[src/rtl/al_accel_mac_feeder_if.sv]
// Operand/handshake bundle between the sample/weight source, the MAC feeder and the MAC.
// slave = feeder side, master = source/observer side.
interface al_accel_mac_feeder_if;
  logic        wgt_valid;
  logic [7:0]  wgt_data;
  logic        wgt_ready;
  logic        in_valid;
  logic [31:0] in_data;
  logic        in_last;
  logic        in_ready;
  logic [7:0]  mac_wdi_0;
  logic [7:0]  mac_wdi_1;
  logic [7:0]  mac_wdi_2;
  logic [31:0] mac_idi_0;
  logic [31:0] mac_idi_1;
  logic [31:0] mac_idi_2;
  logic [31:0] mac_idi_3;
  logic [31:0] mac_idi_4;
  logic [31:0] mac_idi_5;
  logic [31:0] mac_idi_6;
  logic [31:0] mac_idi_7;
  logic        mac_enb;
  logic        busy;

  modport slave (
    input  wgt_valid, wgt_data, in_valid, in_data, in_last,
    output wgt_ready, in_ready,
    output mac_wdi_0, mac_wdi_1, mac_wdi_2,
    output mac_idi_0, mac_idi_1, mac_idi_2, mac_idi_3,
    output mac_idi_4, mac_idi_5, mac_idi_6, mac_idi_7,
    output mac_enb, busy
  );

  modport master (
    output wgt_valid, wgt_data, in_valid, in_data, in_last,
    input  wgt_ready, in_ready,
    input  mac_wdi_0, mac_wdi_1, mac_wdi_2,
    input  mac_idi_0, mac_idi_1, mac_idi_2, mac_idi_3,
    input  mac_idi_4, mac_idi_5, mac_idi_6, mac_idi_7,
    input  mac_enb, busy
  );
endinterface

[src/rtl/al_accel_mac_feeder.sv]
// Weight loader and sliding 8-sample window feeding the accelerator MAC operand buses.
// Build option AL_MAC_FEEDER_PAD_EN: zero-pad and fire a short/partial frame at frame end.
module al_accel_mac_feeder #(
  parameter int STRIDE  = 1,
  parameter int MAC_LAT = 2
) (
  input  logic                  clk,
  input  logic                  reset,
  al_accel_mac_feeder_if.slave  bus
);
  localparam int HW = (MAC_LAT > 1) ? $clog2(MAC_LAT) : 1;
  localparam logic [HW-1:0] HOLD_LAST = HW'(MAC_LAT - 1);
  localparam logic [3:0]    STRIDE_C  = 4'(STRIDE);

  typedef enum logic [2:0] {S_IDLE, S_FILL, S_FIRE, S_HOLD, S_FLUSH} state_t;

  state_t        state_reg, state_next;
  logic [1:0]    beat_reg, beat_next;
  logic [3:0]    fill_reg, fill_next;
  logic [3:0]    new_reg, new_next;
  logic [HW-1:0] hold_reg, hold_next;
  logic          pend_reg, pend_next;
  logic [7:0]    wdi_reg [3];
  logic [7:0]    wdi_next [3];
  logic [31:0]   win_reg [8];
  logic [31:0]   win_next [8];

  logic          wgt_acc, in_acc, fire_hit, shift_en;
  logic [31:0]   shift_val;

  assign wgt_acc  = bus.wgt_valid & bus.wgt_ready;
  assign in_acc   = bus.in_valid & bus.in_ready;
  // Evaluated against the pre-shift counts: the shift in progress completes the window.
  assign fire_hit = (fill_reg == 4'd7) ||
                    ((fill_reg == 4'd8) && ((new_reg + 4'd1) == STRIDE_C));

  always_comb begin
    state_next = state_reg;
    beat_next  = beat_reg;
    fill_next  = fill_reg;
    new_next   = new_reg;
    hold_next  = hold_reg;
    pend_next  = pend_reg;
    wdi_next   = wdi_reg;
    win_next   = win_reg;
    shift_en   = 1'b0;
    shift_val  = '0;

    case (state_reg)
      S_IDLE: begin
        if (wgt_acc) begin
          case (beat_reg)
            2'd0:    wdi_next[0] = bus.wgt_data;
            2'd1:    wdi_next[1] = bus.wgt_data;
            default: wdi_next[2] = bus.wgt_data;
          endcase
          if (beat_reg == 2'd2) begin
            beat_next  = 2'd0;
            fill_next  = 4'd0;
            new_next   = 4'd0;
            pend_next  = 1'b0;
            state_next = S_FILL;
          end else begin
            beat_next = beat_reg + 2'd1;
          end
        end
      end
      S_FILL: begin
        if (in_acc) begin
          shift_en  = 1'b1;
          shift_val = bus.in_data;
          if (fire_hit) begin
            state_next = S_FIRE;
            pend_next  = bus.in_last;
          end else if (bus.in_last) begin
            state_next = S_FLUSH;
          end
        end
      end
      S_FIRE: begin
        hold_next  = '0;
        state_next = S_HOLD;
      end
      S_HOLD: begin
        if (hold_reg == HOLD_LAST) begin
          state_next = pend_reg ? S_IDLE : S_FILL;
          pend_next  = 1'b0;
        end else begin
          hold_next = hold_reg + 1'b1;
        end
      end
      S_FLUSH: begin
`ifdef AL_MAC_FEEDER_PAD_EN
        shift_en  = 1'b1;
        shift_val = '0;
        if (fire_hit) begin
          state_next = S_FIRE;
          pend_next  = 1'b1;
        end
`else
        state_next = S_IDLE;
`endif
      end
      default: state_next = S_IDLE;
    endcase

    if (shift_en) begin
      for (int i = 0; i < 7; i++) win_next[i] = win_reg[i+1];
      win_next[7] = shift_val;
      fill_next   = (fill_reg == 4'd8) ? 4'd8 : fill_reg + 4'd1;
      new_next    = fire_hit ? 4'd0 : new_reg + 4'd1;
    end
  end

  always_ff @(posedge clk) begin
    if (reset) begin
      state_reg <= S_IDLE;
      beat_reg  <= '0;
      fill_reg  <= '0;
      new_reg   <= '0;
      hold_reg  <= '0;
      pend_reg  <= 1'b0;
      for (int i = 0; i < 3; i++) wdi_reg[i] <= '0;
      for (int i = 0; i < 8; i++) win_reg[i] <= '0;
    end else begin
      state_reg <= state_next;
      beat_reg  <= beat_next;
      fill_reg  <= fill_next;
      new_reg   <= new_next;
      hold_reg  <= hold_next;
      pend_reg  <= pend_next;
      wdi_reg   <= wdi_next;
      win_reg   <= win_next;
    end
  end

  // Strobes are gated by reset so nothing is offered or fired while reset is held.
  assign bus.wgt_ready = (state_reg == S_IDLE)  & ~reset;
  assign bus.in_ready  = (state_reg == S_FILL)  & ~reset;
  assign bus.mac_enb   = (state_reg == S_FIRE)  & ~reset;
  assign bus.busy      = (state_reg != S_IDLE)  & ~reset;

  assign bus.mac_wdi_0 = wdi_reg[0];
  assign bus.mac_wdi_1 = wdi_reg[1];
  assign bus.mac_wdi_2 = wdi_reg[2];
  assign bus.mac_idi_0 = win_reg[0];
  assign bus.mac_idi_1 = win_reg[1];
  assign bus.mac_idi_2 = win_reg[2];
  assign bus.mac_idi_3 = win_reg[3];
  assign bus.mac_idi_4 = win_reg[4];
  assign bus.mac_idi_5 = win_reg[5];
  assign bus.mac_idi_6 = win_reg[6];
  assign bus.mac_idi_7 = win_reg[7];
endmodule

[src/flat_wrapper.sv]
// flat-port wrapper written by rule: the top's interface ports become plain ports
module al_accel_mac_feeder_flat 
#(
  parameter int STRIDE  = 1,
  parameter int MAC_LAT = 2
)
  (clk, reset, bus_wgt_valid, bus_wgt_data, bus_in_valid, bus_in_data, bus_in_last, bus_wgt_ready, bus_in_ready, bus_mac_wdi_0, bus_mac_wdi_1, bus_mac_wdi_2, bus_mac_idi_0, bus_mac_idi_1, bus_mac_idi_2, bus_mac_idi_3, bus_mac_idi_4, bus_mac_idi_5, bus_mac_idi_6, bus_mac_idi_7, bus_mac_enb, bus_busy);
  al_accel_mac_feeder_if bus_i ();
  input  logic clk;
  input  logic reset;
  input wire logic [$bits(bus_i.wgt_valid)-1:0] bus_wgt_valid;
  input wire logic [$bits(bus_i.wgt_data)-1:0] bus_wgt_data;
  input wire logic [$bits(bus_i.in_valid)-1:0] bus_in_valid;
  input wire logic [$bits(bus_i.in_data)-1:0] bus_in_data;
  input wire logic [$bits(bus_i.in_last)-1:0] bus_in_last;
  output wire logic [$bits(bus_i.wgt_ready)-1:0] bus_wgt_ready;
  output wire logic [$bits(bus_i.in_ready)-1:0] bus_in_ready;
  output wire logic [$bits(bus_i.mac_wdi_0)-1:0] bus_mac_wdi_0;
  output wire logic [$bits(bus_i.mac_wdi_1)-1:0] bus_mac_wdi_1;
  output wire logic [$bits(bus_i.mac_wdi_2)-1:0] bus_mac_wdi_2;
  output wire logic [$bits(bus_i.mac_idi_0)-1:0] bus_mac_idi_0;
  output wire logic [$bits(bus_i.mac_idi_1)-1:0] bus_mac_idi_1;
  output wire logic [$bits(bus_i.mac_idi_2)-1:0] bus_mac_idi_2;
  output wire logic [$bits(bus_i.mac_idi_3)-1:0] bus_mac_idi_3;
  output wire logic [$bits(bus_i.mac_idi_4)-1:0] bus_mac_idi_4;
  output wire logic [$bits(bus_i.mac_idi_5)-1:0] bus_mac_idi_5;
  output wire logic [$bits(bus_i.mac_idi_6)-1:0] bus_mac_idi_6;
  output wire logic [$bits(bus_i.mac_idi_7)-1:0] bus_mac_idi_7;
  output wire logic [$bits(bus_i.mac_enb)-1:0] bus_mac_enb;
  output wire logic [$bits(bus_i.busy)-1:0] bus_busy;
  assign bus_i.wgt_valid = bus_wgt_valid;
  assign bus_i.wgt_data = bus_wgt_data;
  assign bus_i.in_valid = bus_in_valid;
  assign bus_i.in_data = bus_in_data;
  assign bus_i.in_last = bus_in_last;
  assign bus_wgt_ready = bus_i.wgt_ready;
  assign bus_in_ready = bus_i.in_ready;
  assign bus_mac_wdi_0 = bus_i.mac_wdi_0;
  assign bus_mac_wdi_1 = bus_i.mac_wdi_1;
  assign bus_mac_wdi_2 = bus_i.mac_wdi_2;
  assign bus_mac_idi_0 = bus_i.mac_idi_0;
  assign bus_mac_idi_1 = bus_i.mac_idi_1;
  assign bus_mac_idi_2 = bus_i.mac_idi_2;
  assign bus_mac_idi_3 = bus_i.mac_idi_3;
  assign bus_mac_idi_4 = bus_i.mac_idi_4;
  assign bus_mac_idi_5 = bus_i.mac_idi_5;
  assign bus_mac_idi_6 = bus_i.mac_idi_6;
  assign bus_mac_idi_7 = bus_i.mac_idi_7;
  assign bus_mac_enb = bus_i.mac_enb;
  assign bus_busy = bus_i.busy;
  al_accel_mac_feeder #(.STRIDE(STRIDE), .MAC_LAT(MAC_LAT)) u_core (.clk(clk), .reset(reset), .bus(bus_i));
endmodule
[config.mk]
export PLATFORM = sky130hd
export DESIGN_NAME = al_accel_mac_feeder_flat
export DESIGN_NICKNAME = d
export VERILOG_FILES = /design/src/rtl/al_accel_mac_feeder_if.sv /design/src/rtl/al_accel_mac_feeder.sv /design/src/flat_wrapper.sv
export SDC_FILE = /design/constraint.sdc
export NUM_CORES = 1
export LEC_CHECK = 0
export CAP_MARGIN = 30
export CELL_PAD_IN_SITES_DETAIL_PLACEMENT = 1
export CELL_PAD_IN_SITES_GLOBAL_PLACEMENT = 2
export CORE_ASPECT_RATIO = 0.75
export CORE_MARGIN = 2
export CORE_UTILIZATION = 39
export DETAILED_ROUTE_END_ITERATION = 12
export DONT_BUFFER_PORTS = 1
export GPL_TIMING_DRIVEN = 0
export PLACE_DENSITY_LB_ADDON = 0.1
export SYNTH_ARGS = -nofsm -noshare
export SYNTH_HDL_FRONTEND = slang
export SYNTH_SLANG_ARGS = --single-unit
[constraint.sdc]
create_clock -name clk -period 5.4 [get_ports clk]
set_clock_uncertainty 0.05 [all_clocks]
set_input_delay 0.54 -clock clk [delete_from_list [all_inputs] [get_ports clk]]
set_output_delay 0.54 -clock clk [all_outputs]
set_load 0.02 [all_outputs]
==> metrics <==
first-pass GRT wire length=about 54000 microns; crit-path max FO=10; postcts setup bufs=0; CTS root buf=clkbuf_16; clk sink count=295; CP Launch Type=primary input; initial core utilization=0.396; placed insts=between 1500 and 2000; status=completed; final wirelength=~35000 microns; via count=about 9000; Final Hold Vio Count=0; Req. time, crit path=between 4000 and 5000 ps; crit path to=bus_wgt_ready; post-CTS sizing=0; synthesis-to-finish area growth=13.5%; min-delay worst type=primary input to flip-flop; most frequent cells in the layout=518 x nand2_1, 295 x dfxtp_1, 257 x nand3b_1, 51 x buf_2, 41 x clkbuf_1; core area=roughly 0.028 sq mm; cell area power density=approximately 360 mW/mm^2; Area contributors post-synth=dfxtp_1 53%, nand2_1 18%, nand3b_1 17%, buf_2 2.3%, mux2i_1 2.3%; Die Ht=about 150 microns; Least-Margin Pin Slew=881 ps; R2R depth=7; Seq cells post-synth=about 300; commonest non-fill, non-tap cell in the layout=nand2_1; area leader, netlist=dfxtp_1; number of global-route vias before repair=about 9000; share of cells above drive strength 1=0.0781; Top FF cell, synth=dfxtp_1; WL/cell=about 20 microns; Crit. End Element=output pin; Distinct cells, synth=39; fin crit period=about 2900 ps; worst path arrival time=around 2300 ps; initial antenna violation count=0; post-cts hold buffer count=0; violation count after the first detailed-route iteration=328; Antenna diodes=0; Synth top area share=0.533; fin nets=1375; CP cell instances=clkbuf_1 > clkbuf_1 > buf_1 > nor4_1; reg2reg end=u_core.bus.mac_idi_0[23]; Post-synth EDFFs=0; ys async rst share=0; max_cap viols=0; io pins=around 330; Die ar.=0.0298 sq mm; Seq/Total Area, Yosys=0.533; VDD IR max=around 290 uV; Avg Synthesized Cell Area=roughly 8.6 sq um; synthesized instance count=roughly 1300; FMAX=around 350 MHz; WHS=around 33 ps; DRC=0; Final Cycle Share=0.530; # port buffers=0; row cnt=53; CTS buffer count=30; # H-tree levels=1; area of the mapped netlist=roughly 0.011 sq mm; Leakage=5.76 nW; Worst path slowest cell=nor4_1; Worst-path clk slew=60 ps; buffer levels on the longest clock path=3; worst reg2reg setup slack=~3300 ps; Most common cell on crit path=clkbuf_1; non-filler cells, final=between 1500 and 2000; Total GRT Usage=0.231; Final Max Slew Viols=0; Setup CP Type=primary input to output pin; final setup violation count=0; Slew HR=0.407; TritonCTS clock tree=done; via-per-instance ratio=5.18; total gr overflow=0; clk_lat worst skew=560 ps; Initial DRT Pass Iterations=5; worst setup margin=around 2500 ps; Critical path origin=reset; CP peak stage delay=about 740 ps; yosys warns=0; TNS Setup=0 ps; HPWL Detailed=around 26000 microns; RePlAce Congestion=between 0.7 and 0.8; largest net degree at the start of global routing=15; Post-Route Utilization=0.449; RR Startpoint=u_core.state_reg[2]; RSZ-0062 raised after global routing=no; Die W=199 microns; fill count=approximately 3400; post-synth net total=between 1000 and 1500; DP Worst Slack=~2500 ps; Antenna Nets Post-Route=0
final cells by class:
cell class | instances | area [sq um] | share of cell area
sequential | 295 | 5910 | 0.470
multi-input combinational | 900 | 4730 | 0.376
clock buffer | 44 | 905 | 0.0720
tap | 385 | 482 | 0.0383
buffer | 94 | 420 | 0.0335
clock inverter | 6 | 105 | 0.00837
inverter | 5 | 18.8 | 0.00149
cells in the mapped netlist, drive strengths merged, types with 5 or more instances:
library cell	instances
nand2	520
mux2i	25
clkbuf	36
dfxtp	295
nand3b	257
nor2	37
inv	5
nor2b	5
nand3	7
nor3	7
buf	58
a21oi	8
cells by family after synthesis:
group,count (synthesis),synth area share
simple gates,847,0.383
fa+ha+maj,4,0.00452
xor+xnor,2,0.00158
flops,295,0.533
mux,25,0.0226
buf+inv,99,0.0397
compound gates,22,0.0149
metal layers:
layer,track usage,vias up,wire length (microns)
met3,0.0892,40,3270
met5,0,-,0
met2,0.364,235,15400
met4,0.0481,0,693
met1,0.300,4394,15700
li1,-,4283,-
worst min path at each step:
stage	start	to	slack [ps]	cells after the start
after floorplan	u_core.beat_reg[0]	u_core.beat_reg[0]	410	2
after CTS	bus_in_data[26]	u_core.bus.mac_idi_7[26]	10	2
after global placement	u_core.beat_reg[0]	u_core.beat_reg[0]	420	2
final	bus_in_data[22]	u_core.bus.mac_idi_7[22]	30	2
after global routing	bus_in_data[25]	u_core.bus.mac_idi_7[25]	20	2
after detailed placement	u_core.beat_reg[0]	u_core.beat_reg[0]	430	2
metrics by stage:
stage	cell area, sq um	total power [mW]
6_report	12600	4.47
5_1_grt	12600	4.61
4_1_cts	12600	4.52
3_5_place_dp	11600	2.37
3_3_place_gp	11600	2.37
2_1_floorplan	11100	2.33
where the power goes:
group | internal [mW] | total (mW) | switching [mW]
Combinational | 0.0484 | 0.116 | 0.0673
Sequential | 2.19 | 2.20 | 0.0191
Clock | 1.29 | 2.15 | 0.860
worst max-delay path, delay by kind of cell:
kind | cells | cell delay [ps]
buffers and inverters | 3 | 980
AND/OR/NAND/NOR | 1 | 740
Note: power is estimated with default switching activity, not from simulation.
